--- src/rtl/debounce_sync.sv ---
// Two-flop synchroniser plus stability-counting debouncer.
// Produces a registered clean level, its complement, and edge strobes.
module debounce_sync #(
   parameter int STABLE_COUNT = 50000,
   parameter int CNT_WIDTH    = 16
) (
   input  logic clk,
   input  logic rst,
   input  logic din,
   output logic dout,
   output logic doutn,
   output logic rise,
   output logic fall
);

   typedef enum logic [1:0] {
      IDLE_LOW,
      WAIT_HIGH,
      IDLE_HIGH,
      WAIT_LOW
   } state_t;

   localparam logic [CNT_WIDTH-1:0] C_LAST = CNT_WIDTH'(STABLE_COUNT - 1);
   localparam logic [CNT_WIDTH-1:0] C_ONE  = CNT_WIDTH'(1);
   localparam logic [CNT_WIDTH-1:0] C_ZERO = '0;

   logic                 r_s1;
   logic                 r_s2;
   state_t               r_state;
   state_t               w_state_nxt;
   logic [CNT_WIDTH-1:0] r_cnt;
   logic [CNT_WIDTH-1:0] w_cnt_nxt;
   logic                 r_dout;
   logic                 r_doutn;
   logic                 r_rise;
   logic                 r_fall;
   logic                 w_dout_nxt;
   logic                 w_rise_nxt;
   logic                 w_fall_nxt;

   always_ff @(posedge clk) begin
      if (rst) begin
         r_s1    <= 1'b0;
         r_s2    <= 1'b0;
         r_state <= IDLE_LOW;
         r_cnt   <= C_ZERO;
         r_dout  <= 1'b0;
         r_doutn <= 1'b1;
         r_rise  <= 1'b0;
         r_fall  <= 1'b0;
      end else begin
         r_s1    <= din;
         r_s2    <= r_s1;
         r_state <= w_state_nxt;
         r_cnt   <= w_cnt_nxt;
         r_dout  <= w_dout_nxt;
         r_doutn <= ~w_dout_nxt;
         r_rise  <= w_rise_nxt;
         r_fall  <= w_fall_nxt;
      end
   end

   // Only the synchronised sample r_s2 steers the FSM.
   always_comb begin
      w_state_nxt = r_state;
      w_cnt_nxt   = r_cnt;
      w_dout_nxt  = r_dout;
      w_rise_nxt  = 1'b0;
      w_fall_nxt  = 1'b0;
      unique case (r_state)
         IDLE_LOW: begin
            if (r_s2) begin
               w_state_nxt = WAIT_HIGH;
               w_cnt_nxt   = C_ONE;
            end else begin
               w_cnt_nxt   = C_ZERO;
            end
         end
         WAIT_HIGH: begin
            if (!r_s2) begin
               w_state_nxt = IDLE_LOW;
               w_cnt_nxt   = C_ZERO;
            end else if (r_cnt == C_LAST) begin
               w_state_nxt = IDLE_HIGH;
               w_cnt_nxt   = C_ZERO;
               w_dout_nxt  = 1'b1;
               w_rise_nxt  = 1'b1;
            end else begin
               w_cnt_nxt   = r_cnt + C_ONE;
            end
         end
         IDLE_HIGH: begin
            if (!r_s2) begin
               w_state_nxt = WAIT_LOW;
               w_cnt_nxt   = C_ONE;
            end else begin
               w_cnt_nxt   = C_ZERO;
            end
         end
         WAIT_LOW: begin
            if (r_s2) begin
               w_state_nxt = IDLE_HIGH;
               w_cnt_nxt   = C_ZERO;
            end else if (r_cnt == C_LAST) begin
               w_state_nxt = IDLE_LOW;
               w_cnt_nxt   = C_ZERO;
               w_dout_nxt  = 1'b0;
               w_fall_nxt  = 1'b1;
            end else begin
               w_cnt_nxt   = r_cnt + C_ONE;
            end
         end
         default: begin
            w_state_nxt = IDLE_LOW;
            w_cnt_nxt   = C_ZERO;
            w_dout_nxt  = 1'b0;
         end
      endcase
   end

   assign dout  = r_dout;
   assign doutn = r_doutn;
   assign rise  = r_rise;
   assign fall  = r_fall;

endmodule

--- config.mk ---
export PLATFORM = sky130hd
export DESIGN_NAME = debounce_sync
export DESIGN_NICKNAME = d
export VERILOG_FILES = /design/src/rtl/debounce_sync.sv
export SDC_FILE = /design/constraint.sdc
export NUM_CORES = 1
export LEC_CHECK = 0
export BUFFER_PORTS_ARGS = -buffer_cell sky130_fd_sc_hd__buf_4
export CORE_ASPECT_RATIO = 1.2
export CORE_MARGIN = 5
export CORE_UTILIZATION = 55
export CTS_BUF_LIST = sky130_fd_sc_hd__clkbuf_4 sky130_fd_sc_hd__clkbuf_8
export CTS_CLUSTER_DIAMETER = 200
export DETAILED_ROUTE_END_ITERATION = 7
export PLACE_DENSITY = 0.79
export SYNTH_ARGS = -nofsm -noshare
export SYNTH_HDL_FRONTEND = slang
export SYNTH_SLANG_ARGS = --single-unit
--- constraint.sdc ---
create_clock -name clk -period 3.7 [get_ports clk]
set_input_delay 0.185 -clock clk [delete_from_list [all_inputs] [get_ports clk]]
set_output_delay 0.185 -clock clk [all_outputs]
set_load 0.02 [all_outputs]
==> impl_metrics.env <==
export IMPL_status="finished clean"
export IMPL_r2r_setup_slack_ns=1.94
export IMPL_rsz0062_at_grt="false"
export IMPL_synth_common_cells="dfxtp_1 (24), nor2_1 (16), xnor2_1 (11), nand2_1 (7), nand4_1 (5)"
export IMPL_synth_seq_cells=24
export IMPL_synth_xor_area_frac=0.1265
export IMPL_start_util=0.5677
export IMPL_drt_met1_wl_um=764
export IMPL_syn_num_nets=112
export IMPL_yosysWarnings=0
export IMPL_min_period_ns=1.759
export IMPL_synth_edf_count=0
export IMPL_finalNetCount=121
export IMPL_cts_buffers=3
export IMPL_drive_gt1_frac=0.1638
export IMPL_path_cells="ha_1 -> and3_2 -> and4_4 -> or2_1 -> nor2_1"
export IMPL_hpwlAfterDp_um=1242
export IMPL_coreArea_um2=1829
export IMPL_hold_buffers=0
export IMPL_synth_simple_gate_area_frac=0.3325
export IMPL_antenna_found_initial=0
export IMPL_hold_viol=0
export IMPL_clock_path_buffers=2
export IMPL_insertion_delay_ns=0.31
export IMPL_vias=769
export IMPL_final_setup_tns_ns=0
export IMPL_synth_ff_type="dfxtp_1"
export IMPL_firstDrtPassIters=4
export IMPL_ys_types=29
export IMPL_cts_sinks=24
export IMPL_first_iter_violations=10
export IMPL_cts_setup_buffers=0
export IMPL_dp_cells=131
export IMPL_finalSetupViolCount=0
export IMPL_total_power_mw=0.4204
export IMPL_synth_area_leaders="dfxtp_1 (46%), xnor2_1 (9.3%), nor2_1 (5.8%)"
export IMPL_synth_compound_area_frac=0.02410
export IMPL_startpoint="r_cnt[0]"
export IMPL_crit_buf_inv=0
export IMPL_timing_hold_ws_ns=0.06751
export IMPL_drc_errors=0
export IMPL_crit_path_start_kind="flop"
export IMPL_slew_viol_final=0
export IMPL_r2r_end="r_cnt[13]"
export IMPL_endpoint_kind="flop"
export IMPL_rows=17
export IMPL_area_delta_synth_final_pct=7.952
export IMPL_worstSetupPathType="reg2reg"
export IMPL_routedWlPerCell_um=12.30
export IMPL_cts_tree="yes"
export IMPL_cpMaxStageDelayCell="dfxtp_1"
export IMPL_syn_avg_cell_area_um2=9.616
export IMPL_crit_path_max_fanout=14
export IMPL_drtAntennaViolNets=0
export IMPL_worst_pin_slew_ns=0.4663
export IMPL_max_cap_violations=0
export IMPL_period_share=0.4755
export IMPL_synth_area_um2=1038
export IMPL_n_antenna_cell=0
export IMPL_crit_family="simple AND/OR/NAND/NOR gates"
export IMPL_post_cts_resized_instances=0
export IMPL_yosysTopAreaCellShare=0.4627
export IMPL_critPathRequiredTime_ns=3.90
export IMPL_setup_worst_path_end="r_cnt[13]"
export IMPL_grt_ovfl_total=0
export IMPL_placed_area_um2=1085
export IMPL_die_h_um=57.60
export IMPL_grt_max_degree=15
export IMPL_reg2regPathDepth=5
export IMPL_met2_wirelength_um=782
export IMPL_h_tree_depth=1
export IMPL_cts_root_buf="clkbuf_4"
export IMPL_die_area_um2=2861
export IMPL_async_reset_ff_frac=0
export IMPL_p_leak_nw=0.3791
export IMPL_place_gp_congestion=0.7756
export IMPL_relSlewSlack=0.6891
export IMPL_port_buffers=6
export IMPL_layout_cells_non_filler=135
export IMPL_slowest_delay_ns=0.41
export IMPL_synth_seq_area_share=0.4627
export IMPL_die_x_um=49.67
export IMPL_ir_drop_mv=0.2777
export IMPL_grt_usage=0.1326
export IMPL_synthAdderAreaFrac=0.01205
export IMPL_hold_path_class="in2reg"
export IMPL_syn_inst=108
export IMPL_vias_per_cell=5.696
export IMPL_synth_area_leader_cell="dfxtp_1"
export IMPL_routed_wl_um=1660
export IMPL_clock_fmax_mhz=568.4
export IMPL_cts_clk_slew_worst_paths_ns=0.12
export IMPL_worst_ep_arrival_time_ns=1.96
export IMPL_grt_pass1_wl_um=2967
export IMPL_power_density_nw_per_um2=375.0
export IMPL_grt_pass1_vias=704
export IMPL_top_layer="met4"
export IMPL_synth_top_family_by_area="simple AND/OR/NAND/NOR gates"
export IMPL_finClkSkew_ns=0.002011
export IMPL_synth_most_common_cell="dfxtp_1"
export IMPL_ioPinCount=7
export IMPL_fin_area_um2=1121
export IMPL_synth_mux_area_frac=0.009639
export IMPL_crit_cells=5
export IMPL_route_met3_wl_um=65
export IMPL_r2r_start="r_cnt[0]"
[power by group]
part	internal (mW)	leakage, nW	switching [mW]
Clock	0.0602	0.0210	0.0747
Combinational	0.00979	0.164	0.00960
Sequential	0.263	0.194	0.00304
Total	0.333	0.379	0.0873
[worst min path at each step]
| stage | start | endpoint | slack, ns | cells past startpoint |
|---|---|---|---|---|
| floorplan | rst | flop | 0.25 | 1 |
| global placement | din | r_s1 | 0.40 | 2 |
| detailed placement | rst | flop | 0.41 | 2 |
| CTS | rst | flop | 0.07 | 2 |
| global route | rst | flop | 0.06 | 2 |
| finish | rst | flop | 0.07 | 2 |
[flip-flops by register name, indices dropped and copies added, names as in the netlist, named ones only]
signal / flops
r_s1: 1
doutn: 1
r_s2: 1
r_cnt: 16
rise: 1
r_state: 1
fall: 1
[per-stage QoR]
stage                 util  setup slack, ns
detailed placement  0.5930            1.974
CTS                 0.6129            1.954
global placement    0.5930            2.013
finish              0.6129            1.941
floorplan                -            2.117
global route        0.6129            1.795
[metal layers]
| metal | track usage | up-vias |
|---|---|---|
| met4 | 0.07865 | 0 |
| met5 | 0 | - |
| met2 | 0.2036 | 12 |
| li1 | - | 394 |
| met1 | 0.1667 | 358 |
| met3 | 0.03133 | 5 |
[cells in the final DEF (no fill, tap or decap), types with 2 or more instances in the layout]
cell type and count:
dfxtp_1 24, nor2_1 16, xnor2_1 11, nand2_1 7
buf_4 6, nand4_1 5, xor2_1 4, nor2b_1 4
nor4_1 4, nand3_1 4, nor3_1 4, inv_1 3
clkbuf_4 3, and3_2 2, and4_2 2, and3b_1 2
[cell type report]
class                      instances  area [µm²]
timing repair buffer               6       45.04
multi-input combinational         79       524.3
sequential                        24       480.5
tap                               19       23.77
fill                             166       708.2
clock buffer                       4       36.28
inverter                           3       11.26
[cell families (layout without fill, tap and decap cells)]
| group | after synthesis | after routing |
|---|---|---|
| AOI/OAI and AO/OA | 4 | 4 |
| xor gates and xnor gates | 15 | 15 |
| adders and majority gates | 1 | 1 |
| buffers and inverters | 5 | 13 |
| DFF | 24 | 24 |
| muxes | 1 | 1 |
| and+or+nand+nor | 58 | 58 |
Note: power is estimated with default switching activity, not from simulation.
